$ cat src/rtl/div_32_bit_seq_pkg.sv
// Shared definitions for the sequential signed divider: state encoding,
// iteration count, divide-by-zero quotient and magnitude helpers.
package div_32_bit_seq_pkg;

    localparam int unsigned DIV_WIDTH = 32;
    localparam int unsigned DIV_ITERS = 32;
    localparam logic [DIV_WIDTH-1:0] DIV_ZERO_QUOT = 32'hFFFF_FFFF;

    typedef enum logic [1:0] {
        IDLE = 2'd0,
        ITER = 2'd1,
        FIX  = 2'd2,
        DONE = 2'd3
    } div_state_e;

    function automatic logic [DIV_WIDTH-1:0] neg32(input logic [DIV_WIDTH-1:0] x);
        return ~x + 32'd1;
    endfunction

    // Magnitude of -2^31 wraps to 32'h8000_0000, read as unsigned 2^31.
    function automatic logic [DIV_WIDTH-1:0] abs32(input logic [DIV_WIDTH-1:0] x);
        return x[DIV_WIDTH-1] ? neg32(x) : x;
    endfunction

endpackage

$ cat src/rtl/adder_32_bit.sv
// 32-bit adder with carry in/out used for the partial-remainder add/subtract.
module adder_32_bit (
    input  logic [31:0] a,
    input  logic [31:0] b,
    input  logic        cin,
    output logic [31:0] sum,
    output logic        cout
);

    assign {cout, sum} = 33'(a) + 33'(b) + 33'(cin);

endmodule

$ cat src/rtl/div_32_bit_seq.sv
// Multi-cycle signed non-restoring divider: quotient to LO, remainder to HI.
// One add/subtract of the 33-bit partial remainder per cycle through adder_32_bit.
module div_32_bit_seq
    import div_32_bit_seq_pkg::*;
#(
    parameter int unsigned WIDTH = DIV_WIDTH,
    parameter int unsigned ITERS = DIV_ITERS
) (
    input  logic             clk,
    input  logic             clr,
    input  logic             start,
    input  logic [WIDTH-1:0] dividend,
    input  logic [WIDTH-1:0] divisor,
    output logic             busy,
    output logic             done,
    output logic [WIDTH-1:0] quotient,
    output logic [WIDTH-1:0] remainder,
    output logic             div_by_zero
);

    localparam int unsigned CW = $clog2(ITERS);

    div_state_e       state, state_nxt;
    logic [WIDTH:0]   p, p_nxt;
    logic [WIDTH-1:0] q, q_nxt;
    logic [WIDTH-1:0] d, d_nxt;
    logic [CW-1:0]    count, count_nxt;
    logic             sign_q, sign_q_nxt;
    logic             sign_r, sign_r_nxt;
    logic             dz, dz_nxt;
    logic             busy_nxt, done_nxt, dbz_nxt;
    logic [WIDTH-1:0] quot_nxt, rem_nxt, rem_mag;

    logic [WIDTH:0]   p_sh;
    logic [WIDTH-1:0] add_a, add_b, add_sum;
    logic             add_cin, add_cout;

    // Adder operand select: iteration add/sub, or final restore in FIX.
    always_comb begin
        p_sh = {p[WIDTH-1:0], q[WIDTH-1]};
        if (state == FIX) begin
            add_a   = p[WIDTH-1:0];
            add_b   = d;
            add_cin = 1'b0;
        end else begin
            add_a   = p_sh[WIDTH-1:0];
            add_b   = p[WIDTH] ? d : ~d;
            add_cin = ~p[WIDTH];
        end
    end

    adder_32_bit u_adder (
        .a    (add_a),
        .b    (add_b),
        .cin  (add_cin),
        .sum  (add_sum),
        .cout (add_cout)
    );

    // Next-state and next-register logic.
    always_comb begin
        state_nxt  = state;
        p_nxt      = p;
        q_nxt      = q;
        d_nxt      = d;
        count_nxt  = count;
        sign_q_nxt = sign_q;
        sign_r_nxt = sign_r;
        dz_nxt     = dz;
        busy_nxt   = busy;
        done_nxt   = 1'b0;
        dbz_nxt    = div_by_zero;
        quot_nxt   = quotient;
        rem_nxt    = remainder;
        rem_mag    = p[WIDTH-1:0];

        case (state)
            IDLE: begin
                if (start) begin
                    q_nxt      = abs32(dividend);
                    d_nxt      = abs32(divisor);
                    p_nxt      = '0;
                    sign_q_nxt = dividend[WIDTH-1] ^ divisor[WIDTH-1];
                    sign_r_nxt = dividend[WIDTH-1];
                    count_nxt  = '0;
                    busy_nxt   = 1'b1;
                    dz_nxt     = (divisor == '0);
                    state_nxt  = (divisor == '0) ? FIX : ITER;
                end
            end
            ITER: begin
                // Bit 32 of the 33-bit sum: operand extension bit is 1 on subtract.
                p_nxt     = {p_sh[WIDTH] ^ ~p[WIDTH] ^ add_cout, add_sum};
                q_nxt     = {q[WIDTH-2:0], ~p_nxt[WIDTH]};
                count_nxt = count + CW'(1);
                if (count == CW'(ITERS - 1)) begin
                    state_nxt = FIX;
                end
            end
            FIX: begin
                done_nxt  = 1'b1;
                state_nxt = DONE;
                if (dz) begin
                    quot_nxt = DIV_ZERO_QUOT;
                    rem_nxt  = sign_r ? neg32(q) : q;
                    dbz_nxt  = 1'b1;
                end else begin
                    rem_mag  = p[WIDTH] ? add_sum : p[WIDTH-1:0];
                    quot_nxt = sign_q ? neg32(q) : q;
                    rem_nxt  = sign_r ? neg32(rem_mag) : rem_mag;
                    dbz_nxt  = 1'b0;
                end
            end
            DONE: begin
                busy_nxt  = 1'b0;
                state_nxt = IDLE;
            end
            default: state_nxt = IDLE;
        endcase
    end

    always_ff @(posedge clk or posedge clr) begin
        if (clr) begin
            state       <= IDLE;
            p           <= '0;
            q           <= '0;
            d           <= '0;
            count       <= '0;
            sign_q      <= 1'b0;
            sign_r      <= 1'b0;
            dz          <= 1'b0;
            busy        <= 1'b0;
            done        <= 1'b0;
            div_by_zero <= 1'b0;
            quotient    <= '0;
            remainder   <= '0;
        end else begin
            state       <= state_nxt;
            p           <= p_nxt;
            q           <= q_nxt;
            d           <= d_nxt;
            count       <= count_nxt;
            sign_q      <= sign_q_nxt;
            sign_r      <= sign_r_nxt;
            dz          <= dz_nxt;
            busy        <= busy_nxt;
            done        <= done_nxt;
            div_by_zero <= dbz_nxt;
            quotient    <= quot_nxt;
            remainder   <= rem_nxt;
        end
    end

endmodule

$ cat config.mk
export PLATFORM = sky130hd
export DESIGN_NAME = div_32_bit_seq
export DESIGN_NICKNAME = d
export VERILOG_FILES = /design/src/rtl/div_32_bit_seq_pkg.sv /design/src/rtl/adder_32_bit.sv /design/src/rtl/div_32_bit_seq.sv
export SDC_FILE = /design/constraint.sdc
export NUM_CORES = 1
export LEC_CHECK = 0
export CAP_MARGIN = 10
export CORE_MARGIN = 2
export CORE_UTILIZATION = 67
export DETAILED_ROUTE_END_ITERATION = 6
export DONT_BUFFER_PORTS = 1
export PLACE_DENSITY_LB_ADDON = 0.15
export SETUP_SLACK_MARGIN = 0.15
export SLEW_MARGIN = 30
export SYNTH_ARGS = -nofsm -noshare
export SYNTH_HDL_FRONTEND = slang
export SYNTH_SLANG_ARGS = --single-unit
$ cat constraint.sdc
create_clock -name clk -period 20.9 [get_ports clk]
set_clock_uncertainty 0.15 [all_clocks]
set_input_delay 2.09 -clock clk [delete_from_list [all_inputs] [get_ports clk]]
set_output_delay 2.09 -clock clk [all_outputs]
set_load 0.005 [all_outputs]
==> results by group <==
Detailed routing
  – Wire per inst: 20.14 microns
  – Vias per inst: 6.548
  – Via Count: 11870
  – Routed wire length: 36500 microns
  – Max layer used: met4
  – 1st-iter DRT viols: 1543
  – Post-DRT Antenna Nets: 0
  – Metal3 WL: 4222 microns
  – Drt drc: 0
  – 1st-pass router iterations: 6
  – Met2 WL: 15750 microns
  – Metal-1 WL: 15430 microns

Clock tree
  – Clock latency on the worst-skew pair: 0.45 ns
  – TritonCTS clock tree: done
  – Max clock buf depth: 2
  – Clock slew at reported path FFs: 0.07 ns
  – Root Driver: clkbuf_16
  – Clk sinks: 174
  – H-Tree Depth: 4
  – Post-CTS Setup Bufs: 0
  – Post-cts resize count: 0
  – CTS Buf Count: 17
  – Hold Buf Count CTS: 0

Floorplan
  – Initial core utilization: 0.6780
  – Rows: 51
  – Die X: 143.9 microns
  – Die Area: 0.02070 sq mm
  – Core box area: 0.01933 sq mm
  – Die Height: 143.9 microns
  – IO Pins: 134

Timing
  – Final worst path period share: 0.3191
  – Setup_tns: 0 ns
  – RSZ-0062 raised after global routing: no
  – Crit path time final: 6.668 ns
  – Final setup fails: 0
  – Worst slew pin tran: 0.9039 ns
  – Hold_ws: 0.3572 ns
  – Max-slew headroom: 0.3919
  – Highest clock rate: 150.0 MHz
  – Fin. max-slew vios: 0
  – Final Hold Viols: 0

Final layout
  – Final Cell Area: 0.01374 sq mm
  – Share of layout cells above drive strength 1: 0.06917
  – ANT cells: 0
  – Area delta synth->final: 4.829%
  – Non-Filler Instances: 1812
  – Final nets: 1644

Setup path
  – CP arrival: 6.88 ns
  – Max stage delay cell, worst path: buf_4
  – Kind of critical path: flop to flop
  – Crit path launch type: flop
  – CP Data Required Time: 21.11 ns
  – Worst-path maximum fanout: 90
  – Worst stage delay on the critical path: 0.79 ns
  – Setup crit end kind: flop
  – Crit path cell chain: inv_1, ha_4, buf_4, mux2i_1, fa_1, inv_1, fa_1, a211oi_1, o211a_1, nor2_1, xor2_1, o41ai_1, or3b_2, a2111oi_2, nand4_1, or4_1, a31oi_1

Placed design
  – # port buffers: 0
  – # placed instances: 1780
  – Dpl cell area: 0.01314 sq mm
  – Final RePlAce weighted congestion: 0.9819
  – Post-DP HPWL: 26370 microns

Synthesis
  – Dominant cell type by area after synthesis: dfrtp_1
  – Synth Area per Inst: 8.127 sq um
  – Mapped Nets: 1723
  – Synth top area share: 0.3322
  – Top post-synthesis cells by area: dfrtp_1 33%, xor2_1 9.6%, o21ai_0 6.8%
  – Post-synthesis async set-or-reset flop share: 1.000
  – Top_reg_cell synth: dfrtp_1
  – FF+latch count, synth: 174
  – Yosys warns: 0
  – Post-synth EDFFs: 0
  – Post-synth cell types: 73
  – Register area share after synthesis: 0.3322
  – Syn Std Cell Area: 0.01311 sq mm
  – Gate count of the mapped netlist: 1613

Global route
  – Pin count of the biggest net entering global routing: 105
  – Initial antenna violation count: 0
  – Vias in the first global route: 10830
  – Total grt overflow: 0
  – GRT Overall Usage: 0.3541
  – Global-route wire length before repair: 56950 microns

Min path
  – Tightest Hold Check Type: flop to flop

Outcome
  – Status: completed

Job
  – Max Cap Violations: 0
## layout make-up
cell class                      count  area (sq um)
Inverter                           42         162.7
Multi-Input combinational cell   1289          8215
Fill cell                        1570          5593
Timing Repair Buffer               10         82.58
Sequential cell                   174          4358
Clock buffer                       17         425.4
Clock inverter                     15         166.4
Tap cell                          265         331.6
## layer usage
layer  track usage  vias to the layer above
li1              -                     5561
met1        0.5068                     5589
met2        0.5160                      638
met3       0.09497                       77
met4        0.1269                        0
met5             0                        -
## Yosys cell counts, types with 3 or more instances
cell	number
a21oi_1	140
and3_1	24
buf_2	4
a31o_2	5
nor3b_1	4
nor2_1	124
mux2i_1	15
or3_4	3
nor4_1	10
o221ai_1	5
nand4b_1	3
nor2b_1	7
xor2_1	144
nand2b_1	24
and4_1	5
a221o_1	5
o21a_1	4
or4_1	14
nand2_1	210
a21o_1	13
mux2_2	34
o211ai_1	12
o31ai_1	37
a22o_1	16
a31oi_1	13
ha_1	41
or2_2	5
inv_1	41
a2111oi_0	3
a211o_1	5
o21ai_0	177
o41ai_1	12
buf_1	17
nor3_1	24
nand4_1	13
nand3_1	20
clkbuf_1	85
or3_1	18
dfrtp_1	174
xnor2_1	47
o22ai_1	3
a211oi_1	8
## registers in the layout (all words and copies together), names as in the netlist, 2 cells and up
signal     count
q             32
count          5
p             33
remainder     32
state          2
quotient      32
d             32
## cells by family (layout without fill, tap and decap cells)
| kind of cell | after synthesis | in the layout | share of synthesized area |
|---|---|---|---|
| AND/OR/NAND/NOR | 517 | 517 | 0.1844 |
| multiplexers | 50 | 50 | 0.04238 |
| flip-flops | 174 | 174 | 0.3322 |
| XOR/XNOR | 191 | 191 | 0.1276 |
| AO/OA/AOI/OAI | 488 | 488 | 0.2268 |
| buffers and inverters | 150 | 84 | 0.04448 |
| adder cells (fa/ha/maj) | 43 | 43 | 0.04219 |
## cell usage in the layout (no fill, tap or decap), drive strengths merged, types with 7 or more instances in the layout
master	n
a31oi	13
clkbuf	17
inv	51
o21ai	177
nand3	20
or4	14
a21o	13
xnor2	47
o31ai	37
o211ai	12
xor2	144
nand2	211
buf	10
a211oi	8
o41ai	12
ha	41
and3	24
mux2i	15
nand2b	24
mux2	34
nor2	124
nor4	10
a22o	16
nor3	24
or3	21
a21oi	141
nand4	13
dfrtp	174
nor2b	7
## stage by stage
step	utilization	worst slack, ns
final	0.7107	14.23
after global routing	0.7107	13.66
after CTS	0.7102	14.31
after detailed placement	0.6796	14.33
after global placement	0.6794	14.54
after floorplan	-	13.94
## critical path: cells and delay by family, from the launching register on
| family | cells | cell delay, ns |
|---|---|---|
| AO/OA/AOI/OAI | 5 | 1.93 |
| AND/OR/NAND/NOR | 4 | 1.49 |
| adder cells (fa/ha/maj) | 3 | 1.09 |
| buffers and inverters | 3 | 0.98 |
| flip-flops | 1 | 0.41 |
| multiplexers | 1 | 0.33 |
| XOR/XNOR | 1 | 0.19 |
## path summary, 6_finish.rpt
check                          from            end  slack (ns)  depth (start not counted)
max in group asynchronous       clr         sign_r       17.81                          2
hold reg to reg               d[23]          d[23]        0.36                          2
setup / recovery           state[0]  remainder[29]       14.23                         17
min in group asynchronous       clr          q[18]        1.51                          1
hold / removal                d[23]          d[23]        0.36                          2
setup reg to reg           state[0]  remainder[29]       14.23                         17
Power is not shown: default switching activity piles up to over one toggle a cycle in this logic, so the estimate is an artifact.
